`src/rtl/axi_arbiter_2m1s.sv`:
```
// -----------------------------------------------------------------------------
// axi_arbiter_2m1s
//
// Shares one upstream AXI4 port between two requesters:
//   m0 : instruction fetch (read only: AR, R)
//   m1 : load/store unit   (read and write: AR, R, AW, W, B)
//   s  : single downstream port toward the crossbar
//
// Only one transaction is in flight at a time. Once granted, the owner keeps
// the port from its address handshake through its final response (last R
// beat, or the B response). Writes take priority over reads. Between the two
// readers a round-robin pointer (last) picks whoever was not served last.
//
// Ports:
//   clk_i, rst_n_i               clock, asynchronous active-low reset
//   m0_ar*_i / m0_arready_o      m0 read address channel
//   m0_r*_o  / m0_rready_i       m0 read data channel
//   m1_ar*, m1_r*                m1 read channels (same shapes as m0)
//   m1_aw*, m1_w*, m1_b*         m1 write channels
//   s_ar*, s_r*, s_aw*, s_w*, s_b*  downstream channels
// -----------------------------------------------------------------------------
module axi_arbiter_2m1s #(
  parameter int ADDR_W = 32,
  parameter int DATA_W = 32,
  parameter int ID_W   = 4
) (
  input  logic                clk_i,
  input  logic                rst_n_i,

  // m0 read address / data
  input  logic [ID_W-1:0]     m0_arid_i,
  input  logic [ADDR_W-1:0]   m0_araddr_i,
  input  logic [7:0]          m0_arlen_i,
  input  logic [2:0]          m0_arsize_i,
  input  logic [1:0]          m0_arburst_i,
  input  logic                m0_arvalid_i,
  output logic                m0_arready_o,
  output logic [ID_W-1:0]     m0_rid_o,
  output logic [DATA_W-1:0]   m0_rdata_o,
  output logic [1:0]          m0_rresp_o,
  output logic                m0_rlast_o,
  output logic                m0_rvalid_o,
  input  logic                m0_rready_i,

  // m1 read address / data
  input  logic [ID_W-1:0]     m1_arid_i,
  input  logic [ADDR_W-1:0]   m1_araddr_i,
  input  logic [7:0]          m1_arlen_i,
  input  logic [2:0]          m1_arsize_i,
  input  logic [1:0]          m1_arburst_i,
  input  logic                m1_arvalid_i,
  output logic                m1_arready_o,
  output logic [ID_W-1:0]     m1_rid_o,
  output logic [DATA_W-1:0]   m1_rdata_o,
  output logic [1:0]          m1_rresp_o,
  output logic                m1_rlast_o,
  output logic                m1_rvalid_o,
  input  logic                m1_rready_i,

  // m1 write address / data / response
  input  logic [ID_W-1:0]     m1_awid_i,
  input  logic [ADDR_W-1:0]   m1_awaddr_i,
  input  logic [7:0]          m1_awlen_i,
  input  logic [2:0]          m1_awsize_i,
  input  logic [1:0]          m1_awburst_i,
  input  logic                m1_awvalid_i,
  output logic                m1_awready_o,
  input  logic [ID_W-1:0]     m1_wid_i,
  input  logic [DATA_W-1:0]   m1_wdata_i,
  input  logic [DATA_W/8-1:0] m1_wstrb_i,
  input  logic                m1_wlast_i,
  input  logic                m1_wvalid_i,
  output logic                m1_wready_o,
  output logic [ID_W-1:0]     m1_bid_o,
  output logic [1:0]          m1_bresp_o,
  output logic                m1_bvalid_o,
  input  logic                m1_bready_i,

  // downstream read channels
  output logic [ID_W-1:0]     s_arid_o,
  output logic [ADDR_W-1:0]   s_araddr_o,
  output logic [7:0]          s_arlen_o,
  output logic [2:0]          s_arsize_o,
  output logic [1:0]          s_arburst_o,
  output logic                s_arvalid_o,
  input  logic                s_arready_i,
  input  logic [ID_W-1:0]     s_rid_i,
  input  logic [DATA_W-1:0]   s_rdata_i,
  input  logic [1:0]          s_rresp_i,
  input  logic                s_rlast_i,
  input  logic                s_rvalid_i,
  output logic                s_rready_o,

  // downstream write channels
  output logic [ID_W-1:0]     s_awid_o,
  output logic [ADDR_W-1:0]   s_awaddr_o,
  output logic [7:0]          s_awlen_o,
  output logic [2:0]          s_awsize_o,
  output logic [1:0]          s_awburst_o,
  output logic                s_awvalid_o,
  input  logic                s_awready_i,
  output logic [ID_W-1:0]     s_wid_o,
  output logic [DATA_W-1:0]   s_wdata_o,
  output logic [DATA_W/8-1:0] s_wstrb_o,
  output logic                s_wlast_o,
  output logic                s_wvalid_o,
  input  logic                s_wready_i,
  input  logic [ID_W-1:0]     s_bid_i,
  input  logic [1:0]          s_bresp_i,
  input  logic                s_bvalid_i,
  output logic                s_bready_o
);

  typedef enum logic [1:0] {
    IDLE = 2'd0,
    RD0  = 2'd1,
    RD1  = 2'd2,
    WR1  = 2'd3
  } state_t;

  state_t state_q, state_d;
  logic   last_q, last_d;       // 0: m0 served last, 1: m1 served last
  logic   a_done_q, a_done_d;   // address handshake of current grant done

  // Handshake events on the downstream side
  logic ar_hs, aw_hs, r_done, b_done;

  // Read-owner selection; only meaningful in RD0/RD1
  logic rd_sel_m1;

  assign rd_sel_m1 = (state_q == RD1);
  assign ar_hs     = s_arvalid_o & s_arready_i;
  assign aw_hs     = s_awvalid_o & s_awready_i;
  assign r_done    = s_rvalid_i & s_rready_o & s_rlast_i;
  assign b_done    = s_bvalid_i & s_bready_o;

  // ---------------------------------------------------------------------------
  // State registers
  // ---------------------------------------------------------------------------
  always_ff @(posedge clk_i or negedge rst_n_i) begin
    if (!rst_n_i) begin
      state_q  <= IDLE;
      last_q   <= 1'b1;   // m0 wins the first read tie after reset
      a_done_q <= 1'b0;
    end else begin
      state_q  <= state_d;
      last_q   <= last_d;
      a_done_q <= a_done_d;
    end
  end

  // ---------------------------------------------------------------------------
  // Next-state: arbitration in IDLE, completion tracking in grant states
  // ---------------------------------------------------------------------------
  always_comb begin
    state_d  = state_q;
    last_d   = last_q;
    a_done_d = a_done_q;
    case (state_q)
      IDLE: begin
        if (m1_awvalid_i) begin
          state_d  = WR1;
          last_d   = 1'b1;
          a_done_d = 1'b0;
        end else if (m0_arvalid_i && m1_arvalid_i) begin
          // Tie between readers: serve whoever was not served last
          if (last_q) begin
            state_d = RD0;
            last_d  = 1'b0;
          end else begin
            state_d = RD1;
            last_d  = 1'b1;
          end
          a_done_d = 1'b0;
        end else if (m0_arvalid_i) begin
          state_d  = RD0;
          last_d   = 1'b0;
          a_done_d = 1'b0;
        end else if (m1_arvalid_i) begin
          state_d  = RD1;
          last_d   = 1'b1;
          a_done_d = 1'b0;
        end
      end
      RD0, RD1: begin
        if (ar_hs) begin
          a_done_d = 1'b1;
        end
        if (r_done) begin
          state_d = IDLE;
        end
      end
      WR1: begin
        if (aw_hs) begin
          a_done_d = 1'b1;
        end
        if (b_done) begin
          state_d = IDLE;
        end
      end
      default: state_d = IDLE;
    endcase
  end

  // ---------------------------------------------------------------------------
  // Channel steering. Everything defaults to zero so that the non-owner and
  // the idle port see no valids, no readies and a quiet payload.
  // ---------------------------------------------------------------------------
  always_comb begin
    m0_arready_o = 1'b0;
    m0_rid_o     = '0;
    m0_rdata_o   = '0;
    m0_rresp_o   = '0;
    m0_rlast_o   = 1'b0;
    m0_rvalid_o  = 1'b0;
    m1_arready_o = 1'b0;
    m1_rid_o     = '0;
    m1_rdata_o   = '0;
    m1_rresp_o   = '0;
    m1_rlast_o   = 1'b0;
    m1_rvalid_o  = 1'b0;
    m1_awready_o = 1'b0;
    m1_wready_o  = 1'b0;
    m1_bid_o     = '0;
    m1_bresp_o   = '0;
    m1_bvalid_o  = 1'b0;
    s_arid_o     = '0;
    s_araddr_o   = '0;
    s_arlen_o    = '0;
    s_arsize_o   = '0;
    s_arburst_o  = '0;
    s_arvalid_o  = 1'b0;
    s_rready_o   = 1'b0;
    s_awid_o     = '0;
    s_awaddr_o   = '0;
    s_awlen_o    = '0;
    s_awsize_o   = '0;
    s_awburst_o  = '0;
    s_awvalid_o  = 1'b0;
    s_wid_o      = '0;
    s_wdata_o    = '0;
    s_wstrb_o    = '0;
    s_wlast_o    = 1'b0;
    s_wvalid_o   = 1'b0;
    s_bready_o   = 1'b0;

    case (state_q)
      RD0, RD1: begin
        // AR is only forwarded until its handshake; afterwards the owner
        // sees arready=0 so a second request cannot slip through the lock.
        if (!a_done_q) begin
          if (rd_sel_m1) begin
            s_arid_o     = m1_arid_i;
            s_araddr_o   = m1_araddr_i;
            s_arlen_o    = m1_arlen_i;
            s_arsize_o   = m1_arsize_i;
            s_arburst_o  = m1_arburst_i;
            s_arvalid_o  = m1_arvalid_i;
            m1_arready_o = s_arready_i;
          end else begin
            s_arid_o     = m0_arid_i;
            s_araddr_o   = m0_araddr_i;
            s_arlen_o    = m0_arlen_i;
            s_arsize_o   = m0_arsize_i;
            s_arburst_o  = m0_arburst_i;
            s_arvalid_o  = m0_arvalid_i;
            m0_arready_o = s_arready_i;
          end
        end
        // R is forwarded for the whole grant, including any response that
        // shows up ahead of the AR handshake.
        if (rd_sel_m1) begin
          m1_rid_o    = s_rid_i;
          m1_rdata_o  = s_rdata_i;
          m1_rresp_o  = s_rresp_i;
          m1_rlast_o  = s_rlast_i;
          m1_rvalid_o = s_rvalid_i;
          s_rready_o  = m1_rready_i;
        end else begin
          m0_rid_o    = s_rid_i;
          m0_rdata_o  = s_rdata_i;
          m0_rresp_o  = s_rresp_i;
          m0_rlast_o  = s_rlast_i;
          m0_rvalid_o = s_rvalid_i;
          s_rready_o  = m0_rready_i;
        end
      end
      WR1: begin
        if (!a_done_q) begin
          s_awid_o     = m1_awid_i;
          s_awaddr_o   = m1_awaddr_i;
          s_awlen_o    = m1_awlen_i;
          s_awsize_o   = m1_awsize_i;
          s_awburst_o  = m1_awburst_i;
          s_awvalid_o  = m1_awvalid_i;
          m1_awready_o = s_awready_i;
        end
        // W is independent of AW ordering, so it is open for the whole grant
        s_wid_o     = m1_wid_i;
        s_wdata_o   = m1_wdata_i;
        s_wstrb_o   = m1_wstrb_i;
        s_wlast_o   = m1_wlast_i;
        s_wvalid_o  = m1_wvalid_i;
        m1_wready_o = s_wready_i;
        m1_bid_o    = s_bid_i;
        m1_bresp_o  = s_bresp_i;
        m1_bvalid_o = s_bvalid_i;
        s_bready_o  = m1_bready_i;
      end
      default: ;
    endcase
  end

endmodule

```
`config.mk`:
```
export PLATFORM = sky130hd
export DESIGN_NAME = axi_arbiter_2m1s
export DESIGN_NICKNAME = d
export VERILOG_FILES = /design/src/rtl/axi_arbiter_2m1s.sv
export SDC_FILE = /design/constraint.sdc
export NUM_CORES = 1
export LEC_CHECK = 0
export BUFFER_PORTS_ARGS = -buffer_cell sky130_fd_sc_hd__buf_2
export CORE_AREA = 3 3 189 191
export CTS_CLUSTER_DIAMETER = 60
export DETAILED_ROUTE_END_ITERATION = 7
export DIE_AREA = 0 0 192 194
export MAX_ROUTING_LAYER = met4
export SLEW_MARGIN = 20
export SYNTH_ARGS = -nofsm -noshare
export SYNTH_HDL_FRONTEND = slang
export SYNTH_SLANG_ARGS = --single-unit
```
`constraint.sdc`:
```
create_clock -name clk_i -period 2.3 [get_ports clk_i]
set_input_delay 0.23 -clock clk_i [delete_from_list [all_inputs] [get_ports clk_i]]
set_output_delay 0.23 -clock clk_i [all_outputs]
set_load 0.02 [all_outputs]
```
# [Word-level counts from Yosys, hierarchy flattened]
# Cells that the tools add are included.
# Widths: inputs -> output; s select.
[word_totals] output_inout_bits=235 ff_bits=4 word_cells=113
[op_classes] n_reduce_logical=7 bitwise_logic=5 eq_ne=8 mux=90
[op_table] op="$mux 32" n=10
[op_table] op="$mux 4" n=12
[op_table] op="$mux 8" n=5
[op_table] op="$mux 1" n=39
[op_table] op="$mux 2" n=17
[op_table] op="$mux 3" n=5
[op_table] op="$ne 2x2->1 const B" n=4
[op_table] op="$pmux 2 s3" n=1
[op_table] op="$reduce_and 3->1" n=2
[op_table] op="$and 1x1->1" n=5
[op_table] op="$ne 5x5->1 const B" n=1
[op_table] op="$eq 2x2->1 const B" n=2
[op_table] op="$reduce_bool 4->1" n=1
[op_table] op="$pmux 1 s3" n=1
[op_table] op="$eq 2x1->1 const B" n=1
[op_table] op="$logic_not 2->1" n=1
[op_table] op="$reduce_and 2->1" n=1
[op_table] op="$reduce_or 2->1" n=1
[op_table] op="$logic_and 1x1->1" n=1

# [Longest topological paths before layout]
[logic_depth] depth_word=7 ltp_mapped=7

# [Worst setup path after synthesis]
# Ideal clock, no wire load.
[synth_timing] path_type="reg2out" startpoint="register state_q[0]" endpoint="output m0_arready_o" slack_ns=0.608 required_time_ns=2.070 path_buffers=2 path_stages_with_launch=6 arrival_ns=1.462 cell_sequence="dfrtp_1 > inv_1 > ha_1 > buf_4 > clkbuf_1 > nor3b_1"
[synth_between] elab_chain_len=4
[synth_rtl] item="from (decl)" line="121" source="state_t state_q, state_d;"
[synth_rtl] item="from (signal assigned)" line="146" source="state_q <= state_d;"
[synth_rtl] item="$eq 2x2->1" line="131, 247"
[synth_rtl] item="$mux 1" line="252" source="if (rd_sel_m1) begin"
[synth_rtl] item="$mux 1" line="251" source="if (!a_done_q) begin"
[synth_rtl] item="$mux 1 *" line="247" source="case (state_q)"
[synth_rtl] item="to (decl)" line="37" source="output logic m0_arready_o,"
# Every way passes the cells marked *; elsewhere a longest branch is shown, timed or not.

# [Final worst setup path]
[layout_timing] startpoint="register state_q[0]" endpoint="output s_araddr_o[11]"
[layout_between] elab_chain_len=4
[layout_rtl] item="$eq 2x2->1" line="131, 247"
[layout_rtl] item="$mux 32" line="252"
[layout_rtl] item="$mux 32" line="251"
[layout_rtl] item="$mux 32 *" line="247"
[layout_rtl] item="to (decl)" line="81" source="output logic [ADDR_W-1:0] s_araddr_o,"
# Marks and branches as above.

==> summary.txt <==
Outcome - completed
Layout cells sized above 1 - 60.7%
Die Y - 194 um
Commonest cells after routing, fill and taps aside - 481 x buf_2, 182 x and2_1, 53 x mux2i_1
Slew Limit Headroom - 72.7%
Worst EP required - 2.07 ns
Full die area - 37200 um^2
Root buffer cell - clkbuf_16
Clock Skews - 0.000372 ns
Power per cell area - 968 nW/um^2
Clock buffers created by TritonCTS - 3
Starting Density - 6.86%
Critical path startpoint category - flop
Tmin final - 2.12 ns
Final Setup Violations - 0
Avg Inst Size Synth - 6.57 um^2
Flops & latches, synth - 4
Synthesized cell area - 2350 um^2
Max cap viols - 0
Period utilisation layout - 92.3%
Area Growth Syn to Fin - 132%
Final ANT Viol Nets - 0
Port buffer count - 481
Hold Vio Cnt, Final - 0
Syn Inst Count - 358
Worst-Margin Slew - 0.410 ns
Number of synthesized flops with an enable pin - 0
Slowest cell on crit path - dfrtp_1
Worst min-delay path class - input pin to flop
# IOs - 482
Syn. warnings - 0
Post-synth ARST share - 100%
F_max - 471 MHz
Leak - 3.31 nW
Synthesized Nets - 610
H-tree levels - 1
Drt wl/cell - 12.9 um
CP max FO - 29
GPL Wtd Cong - 0.842
Vias in the first global route - 4021
CP Capture Type - output pin
Distinct cells, synth - 23
Top cell family by delay on the critical path - buffers and inverters
DR DRC count - 0
Register area share after synthesis - 4.31%
Clk slew on worst S/H paths - 0.03 ns
Row count - 68
Slew Limit Fails - 0
Layout fillers - 3942
Slowest cell delay on critical path - 0.37 ns
First-pass DRT Iterations - 4
Clock sink count - 4
Final WL - 16.6 mm
# nets final - 1078
Vias per cell - 3.26
Register area - 101 um^2
Worst setup path category - flop to output pin
Global route overflow - 0
Core area - 34300 um^2
CTS tree - yes
All-layer global routing usage - 7.99%
Total negative slack - 0 ns
Min Hold Slack - 0.353 ns
Bufs on Longest Clock Path - 2
Die X - 192 um
RSZ-0062 raised after global routing - false
Largest net degree at the start of global routing - 55
Buf/Inv on CP - 3
Design Area, Final - 5440 um^2
Detailed-route via count - 4196
Post-DP Area - 5320 um^2
DR iter-0 viols - 93
Crit-path cells - inv_1, ha_4, buf_12, mux2i_1, nor2_1, buf_2
Clk Latency, worst-skew pair - 0.23 ns
Main synth FF type - dfrtp_1
First-pass GRT wire length - 22.4 mm
DPL Wire Length - 14.6 mm
Arrival time worst endpoint - 1.89 ns
Maximum VDD drop - 0.340 mV
Initial antenna violation count - 8
Commonest non-fill, non-tap cell in the layout - buf_2
Multi-input gate area - 2110 um^2
worst reg2reg max path, stage by stage (launching register included):
cell	delay, ns
dfrtp_1	0.37
inv_1	0.18
ha_4	0.37
mux2i_1	0.15
o21ai_1	0.28
nand2_1	0.15
mux2i_1	0.13
metrics by stage:
step	worst slack [ns]	utilization, %	total power, W	std cells
after floorplan	0.608	-	0.00325	358
after global placement	0.365	15.5	0.00495	1274
after detailed placement	0.327	15.5	0.00499	1274
after CTS	0.0774	15.8	0.00530	1279
after global routing	0.0210	15.9	0.00569	1287
final	0.177	15.9	0.00527	1287
path summary, 6_finish.rpt:
kind                              start        endpoint  slack (ns)  depth (start not counted)
max in group asynchronous       rst_n_i          last_q        1.71                          2
hold / removal             m1_awvalid_i          last_q        0.35                          2
min in group asynchronous       rst_n_i      state_q[1]        0.38                          2
setup reg to reg             state_q[0]      state_q[0]        0.54                          6
hold reg to reg                  last_q          last_q        0.57                          1
setup / recovery             state_q[0]  s_araddr_o[11]        0.18                          6
per-layer routing:
layer	track usage (%)	routed length [um]
met2	14.3	8180
met5	-	0
met1	8.75	6340
met3	2.08	1750
met4	2.13	293
power by group:
part	leakage [nW]	internal, W	switching [W]
logic	3.22	0.00187	0.00297
clock network	0.0382	0.000230	0.0000587
registers	0.0463	0.000111	0.0000327
total	3.31	0.00221	0.00306
logic make-up after synthesis:
logic type	Yosys count	share of synthesized area [%]
simple gates	250	60.7
mux	53	22.6
buf+inv	34	6.71
compound gates	12	3.03
fa+ha+maj	5	2.66
flops	4	4.31
sequential cells by signal, summed over array words and instances, names as in the netlist:
register / flops
a_done_q: 1
state_q: 2
last_q: 1
layout make-up:
class | instances | area share (%)
sequential | 4 | 1.86
inverter | 3 | 0.207
tap | 455 | 10.5
clock buffer | 4 | 1.45
multi-input combinational | 320 | 38.8
antenna | 7 | 0.322
timing repair buffer | 494 | 46.9
timing repair:
action | 4_1_cts | 5_1_grt
buffers inserted | 0 | 1
endpoints found under the setup margin | 0 | 25
hold buffers | 1 | 0
endpoints found under the hold margin | 3 | 0
resized for setup | 0 | 1
Yosys cell counts (2+ instances only):
library cell,number,share of area [%]
a21oi_1,2,0.43
and2_1,182,48
buf_2,6,1.3
buf_4,6,1.9
clkbuf_1,19,3.0
dfrtp_1,3,3.2
ha_1,5,2.7
inv_1,3,0.48
mux2i_1,53,23
nand2_1,7,1.1
nand2b_1,3,0.80
nor2_1,52,8.3
nor2b_1,3,0.80
o21ai_0,5,1.1
Power figures use the tool's default switching activity.
